==> config.mk <==
export PLATFORM = sky130hd
export DESIGN_NAME = ahb_sram_slave
export DESIGN_NICKNAME = d
export VERILOG_FILES = /design/src/rtl/ahb_sram_slave_pkg.sv /design/src/rtl/ahb_lane_strobe.sv /design/src/rtl/ahb_sram_slave.sv
export SDC_FILE = /design/constraint.sdc
export NUM_CORES = 1
export LEC_CHECK = 0
export BUFFER_PORTS_ARGS = -buffer_cell sky130_fd_sc_hd__buf_4
export CAP_MARGIN = 20
export CORE_MARGIN = 3
export CORE_UTILIZATION = 30
export DETAILED_ROUTE_END_ITERATION = 10
export PLACE_DENSITY = 0.7
export SLEW_MARGIN = 10
export SYNTH_ARGS = -nofsm -noshare
export SYNTH_HDL_FRONTEND = slang
export SYNTH_HIERARCHICAL = 1
export SYNTH_SLANG_ARGS = --single-unit
==> constraint.sdc <==
create_clock -name clk -period 2.8 [get_ports clk]
set_clock_uncertainty 0.2 [all_clocks]
set_input_delay 0.28 -clock clk [delete_from_list [all_inputs] [get_ports clk]]
set_output_delay 0.28 -clock clk [all_outputs]
set_load 0.005 [all_outputs]
==> src/rtl/ahb_sram_slave_pkg.sv <==
// rtl/ahb_sram_slave_pkg.sv - shared AHB-Lite widths and encodings for the SRAM slave
package ahb_sram_slave_pkg;

  localparam int AHB_DATA_BITS  = 32;
  localparam int AHB_TRANS_BITS = 2;
  localparam int AHB_SIZE_BITS  = 3;
  localparam int AHB_RESP_BITS  = 2;

  localparam logic [AHB_TRANS_BITS-1:0] HTRANS_NONSEQ = 2'b10;
  localparam logic [AHB_TRANS_BITS-1:0] HTRANS_SEQ    = 2'b11;

  localparam logic [AHB_SIZE_BITS-1:0] HSIZE_BYTE = 3'b000;
  localparam logic [AHB_SIZE_BITS-1:0] HSIZE_HALF = 3'b001;
  localparam logic [AHB_SIZE_BITS-1:0] HSIZE_WORD = 3'b010;

  localparam logic [AHB_RESP_BITS-1:0] HRESP_OKAY  = 2'b00;
  localparam logic [AHB_RESP_BITS-1:0] HRESP_ERROR = 2'b01;

  // NONSEQ and SEQ carry a transfer; IDLE and BUSY do not
  function automatic logic trans_active(input logic [AHB_TRANS_BITS-1:0] trans);
    return (trans == HTRANS_NONSEQ) || (trans == HTRANS_SEQ);
  endfunction

endpackage

==> src/rtl/ahb_lane_strobe.sv <==
// rtl/ahb_lane_strobe.sv - little-endian byte-lane mask and alignment check
module ahb_lane_strobe
  import ahb_sram_slave_pkg::*;
(
  input  logic [AHB_SIZE_BITS-1:0] size,
  input  logic [1:0]               addr_lo,
  output logic [3:0]               mask,
  output logic                     misalign
);

  // Decode transfer size and low address bits into lane enables; unsupported sizes flag as bad
  always_comb begin
    mask     = 4'b0000;
    misalign = 1'b0;
    case (size)
      HSIZE_BYTE: mask = 4'b0001 << addr_lo;
      HSIZE_HALF: begin
        mask     = 4'b0011 << {addr_lo[1], 1'b0};
        misalign = addr_lo[0];
      end
      HSIZE_WORD: begin
        mask     = 4'b1111;
        misalign = |addr_lo;
      end
      default: misalign = 1'b1;
    endcase
  end

endmodule

==> src/rtl/ahb_sram_slave.sv <==
// rtl/ahb_sram_slave.sv - AHB-Lite slave terminating transfers onto a single-port synchronous SRAM
module ahb_sram_slave
  import ahb_sram_slave_pkg::*;
#(
  parameter int MEM_AW      = 14,
  parameter int MEM_WORDS   = 16384,
  parameter int WAIT_CYCLES = 0
) (
  input  logic                      clk,
  input  logic                      rst,
  input  logic                      HSEL,
  input  logic [AHB_DATA_BITS-1:0]  HADDR,
  input  logic [AHB_TRANS_BITS-1:0] HTRANS,
  input  logic                      HWRITE,
  input  logic [AHB_SIZE_BITS-1:0]  HSIZE,
  input  logic [AHB_DATA_BITS-1:0]  HWDATA,
  input  logic                      HREADY,
  output logic [AHB_DATA_BITS-1:0]  HRDATA,
  output logic                      HREADYOUT,
  output logic [AHB_RESP_BITS-1:0]  HRESP,
  output logic                      mem_cs,
  output logic [3:0]                mem_we,
  output logic [MEM_AW-1:0]         mem_addr,
  output logic [31:0]               mem_din,
  input  logic [31:0]               mem_dout
);

  localparam logic [2:0] S_IDLE    = 3'd0;
  localparam logic [2:0] S_WR      = 3'd1;
  localparam logic [2:0] S_RD      = 3'd2;
  localparam logic [2:0] S_RD_DATA = 3'd3;
  localparam logic [2:0] S_ERR1    = 3'd4;
  localparam logic [2:0] S_ERR2    = 3'd5;

  logic [2:0]        state;
  logic [3:0]        cnt;
  logic [MEM_AW-1:0] addr_q;
  logic [3:0]        mask_q;

  logic [3:0]  lane_mask;
  logic        lane_bad;
  logic [31:0] word_idx;
  logic        req_err;
  logic        accept;
  logic        done;
  logic [2:0]  next_xfer;
  logic        unused_haddr_hi;

  ahb_lane_strobe u_strobe (
    .size     (HSIZE),
    .addr_lo  (HADDR[1:0]),
    .mask     (lane_mask),
    .misalign (lane_bad)
  );

  // Upper address bits are resolved by the decoder and never reach the SRAM
  assign unused_haddr_hi = ^HADDR[AHB_DATA_BITS-1:MEM_AW+2];

  assign word_idx  = 32'(HADDR[MEM_AW+1:2]);
  assign req_err   = lane_bad || (word_idx >= 32'(MEM_WORDS));
  assign accept    = HSEL && HREADY && trans_active(HTRANS);
  assign next_xfer = req_err ? S_ERR1 : (HWRITE ? S_WR : S_RD);

  // A data phase is completing (or the slave is idle), so a new address phase may be taken
  assign done = (state == S_IDLE) || (state == S_RD_DATA) || (state == S_ERR2) ||
                ((state == S_WR) && (cnt == 4'd0));

  // Transfer sequencing: wait-state countdown, read pipeline, two-cycle error response
  always_ff @(posedge clk) begin
    if (rst) begin
      state  <= S_IDLE;
      cnt    <= 4'd0;
      addr_q <= '0;
      mask_q <= 4'b0000;
    end else if (done) begin
      if (accept) begin
        state  <= next_xfer;
        cnt    <= 4'(WAIT_CYCLES);
        addr_q <= HADDR[MEM_AW+1:2];
        mask_q <= lane_mask;
      end else begin
        state <= S_IDLE;
      end
    end else begin
      case (state)
        S_WR, S_RD: begin
          if (cnt != 4'd0) begin
            cnt <= cnt - 4'd1;
          end else begin
            state <= S_RD_DATA;
          end
        end
        S_ERR1:  state <= S_ERR2;
        default: state <= S_IDLE;
      endcase
    end
  end

  // Bus response and SRAM strobes; SRAM access is suppressed in any cycle with reset asserted
  always_comb begin
    HREADYOUT = 1'b1;
    HRESP     = HRESP_OKAY;
    HRDATA    = '0;
    mem_cs    = 1'b0;
    mem_we    = 4'b0000;
    mem_din   = 32'd0;
    case (state)
      S_WR: begin
        if (cnt != 4'd0) begin
          HREADYOUT = 1'b0;
        end else begin
          mem_cs  = !rst;
          mem_we  = rst ? 4'b0000 : mask_q;
          mem_din = rst ? 32'd0 : HWDATA;
        end
      end
      S_RD: begin
        HREADYOUT = 1'b0;
        mem_cs    = (cnt == 4'd0) && !rst;
      end
      S_RD_DATA: HRDATA = mem_dout;
      S_ERR1: begin
        HREADYOUT = 1'b0;
        HRESP     = HRESP_ERROR;
      end
      S_ERR2:  HRESP = HRESP_ERROR;
      default: HREADYOUT = 1'b1;
    endcase
  end

  assign mem_addr = addr_q;

endmodule
==> flow_summary_export.csv <==
group,metric,value,unit
clocking,clk_pin_slew,0.08,ns
drt,ant_nets,0,
drt,remaining_drc_errors,0,
global_routing,grtUsageMet3,4.22,%
yosys,synth.top_cell.area_share,27.3,%
power,power_density,241,nW/um2
clocking,cts.path.max_buffers,2,
clocking,root_buffer,"clkbuf_8",
timing,worst_slack,0.341,ns
global_routing,grt_use_met1,17.8,%
setup_path,crit_fanout,36,
power,ir_drop,0.000199,V
placement,placed_area,3180,um2
min_path,worstHoldStart,"HADDR[4]",
yosys,synth-xor-area-share,0.956,%
timing,finalHoldViolCount,0,
clocking,ctsHoldBuffers,0,
drt,wire_per_inst,12.5,um
yosys,ys.flop_type,"dfxtp_1",
placement,hpwl,4710,um
timing,grt_setup_unrepaired,"no",
layout,nets,505,
layout,design_area,3220,um2
yosys,ys_types,35,
yosys,synth_top_family_by_area,"simple AND/OR/NAND/NOR gates",
global_routing,grtUsageTotal,15.6,%
floorplanning,die-area,7080,um2
timing,max_slew_margin,51.2,%
clocking,cts_setup_buffers,0,
global_routing,antenna_found_initial,0,
floorplanning,die-height,84.2,um
layout,area_growth,75.8,%
yosys,netlist_instances,232,
setup_path,reg2reg_depth,7,
global_routing,grt_max_degree,49,
outcome,status,"finished clean",
global_routing,first_global_vias,1984,
drt,routed_via_density,4.46,
layout,num_antenna_cells,0,
yosys,synth-compound-area-share,9.28,%
clocking,clock_latency,0.26,ns
timing,setup_viol,0,
clocking,ctsHtreeMaxLevel,1,
floorplanning,io_pins,192,
yosys,async_reset_ff_share,0,%
setup_path,critical_path_arrival,1.98,ns
flow_run,cap_violations,0,
layout,final_cell_mix,"buf_4, and2_1, nand2b_1, dfxtp_1, mux2i_1",
min_path,hold_class,"primary input to register",
yosys,syn-num-nets,340,
floorplanning,start_util,32.1,%
clocking,cts_buffers,3,
yosys,synth_edf_count,0,
drt,wl,5860,um
min_path,hold_depth,3,
yosys,ys_seq_elements,25,
layout,drive_above_1_share,46.2,%
drt,vias,2088,
timing,setup_tns,0,ns
yosys,yosysSeqAreaShare,27.3,%
floorplanning,fp.dieW,84.2,um
setup_path,r2r_slack,0.66,ns
global_routing,grt_use_met2,28.6,%
timing,worst_pin_slew,0.731,ns
floorplanning,core,5710,um2
clocking,tritoncts,"yes",
yosys,synth.area.top_cells,"dfxtp_1, and2_1, nand2b_1",
setup_path,crit_path_start_kind,"register",
placement,gp_congestion,0.754,
timing,slew_violations,0,
yosys,synthMuxAreaShare,9.83,%
power,power.leakage,0.00160,uW
setup_path,required,2.32,ns
layout,layout_commonest_cell,"buf_4",
placement,place_ws,0.638,ns
floorplanning,core.rowCount,27,
setup_path,worstSetupPathType,"register to output port",
placement,place_inst,464,
yosys,synth-simple-area-share,46.1,%
global_routing,grt-busiest-layer,"met2",
drt,drtPass1Iterations,4,
yosys,syn_avg_cell_area,7.90,um2
layout,finalNonFillerCells,468,
drt,drtIter0Drc,40,
timing,fin_crit_sh,87.8,%
yosys,syn_area,1830,um2
timing,fmax,407,MHz
global_routing,grt_overflow,0,
clocking,post_cts_resized,0,
setup_path,r2r-start,"cnt[0]$_SDFFE_PP0P_",
timing,min_period,2.46,ns
clocking,cts.sinks,25,
min_path,min_to,"mem_addr[2]$_SDFFE_PP0P_",
setup_path,cp-end-kind,"output port",
global_routing,grt_first_pass_wirelength,9360,um
yosys,ys_warn_count,6,
yosys,synth_top_cell_by_area,"dfxtp_1",
setup_path,timing.rr.end,"mem_addr[4]$_SDFFE_PP0P_",
yosys,synthAdderAreaFrac,1.37,%
placement,numPortBuffers,173,
cell type report:
cell class | instances | area, um2
fill | 553 | 2490
timing repair buffer | 176 | 1320
multi-input combinational | 185 | 1240
sequential | 25 | 500
tap | 72 | 90.1
clock buffer | 4 | 45.0
inverter | 6 | 22.5
state kept, by name (all words and copies together) (netlist names):
| register | count |
|---|---|
| cnt | 4 |
| mask_q | 4 |
| mem_addr | 14 |
| state | 3 |
layer usage:
metal / vias up / routed length, um
li1: 1082 / -
met1: 911 / 2230
met2: 89 / 2980
met3: 6 / 593
met4: 0 / 59
met5: - / 0
critical path: stages (launching register included):
cell     delay [ns]
dfxtp_1        0.31
inv_1          0.10
ha_1           0.16
nor3b_4        0.34
nand2_1        0.12
nor2_1         0.10
buf_4          0.27
and2_1         0.18
buf_4          0.12
kinds of logic (layout without fill, tap and decap cells):
kind of cell | Yosys count | count (layout)
DFF | 25 | 25
buffers and inverters | 22 | 186
adders and majority gates | 2 | 2
AOI/OAI and AO/OA | 22 | 22
muxes | 18 | 18
xor gates and xnor gates | 2 | 2
other | 1 | 1
and+or+nand+nor | 140 | 140
report_power, final:
| part | switching (uW) | internal, uW | total [uW] |
|---|---|---|---|
| clock network | 108 | 102 | 210 |
| registers | 8.37 | 366 | 374 |
| logic | 63.7 | 131 | 194 |
metrics by stage:
step / hold WS (ns) / util, % / total power [uW]
final: 0.0768 / 56.5 / 778
after global routing: 0.0712 / 56.5 / 830
after CTS: 0.0682 / 56.5 / 795
after detailed placement: 0.261 / 55.7 / 578
after global placement: 0.256 / 55.7 / 574
after floorplan: 0.235 / - / 450
worst max path at each step:
stage	from	endpoint	slack [ns]	depth (start not counted)
after floorplan	cnt[0]$_SDFFE_PP0P_	mem_din[0]	0.75	7
after global placement	cnt[0]$_SDFFE_PP0P_	mem_we[3]	0.65	8
after detailed placement	cnt[0]$_SDFFE_PP0P_	mem_din[28]	0.64	8
after CTS	cnt[0]$_SDFFE_PP0P_	mem_din[28]	0.32	8
after global routing	cnt[0]$_SDFFE_PP0P_	mem_din[28]	0.08	8
final	cnt[0]$_SDFFE_PP0P_	mem_din[28]	0.34	8
cell usage after synthesis (2+ instances only):
cell and n:
inv_1 6, buf_2 4, nand3_1 3, nand4_1 2, xnor2_1 2, or3_1 5
a21oi_1 6, and2_1 68, o21ai_0 2, o21bai_1 3, clkbuf_1 11, mux2i_1 18
nor2_1 12, nand2_1 2, dfxtp_1 25, nor3_1 6, nand2b_1 38, ha_1 2
(Power assumes the default switching activity.)
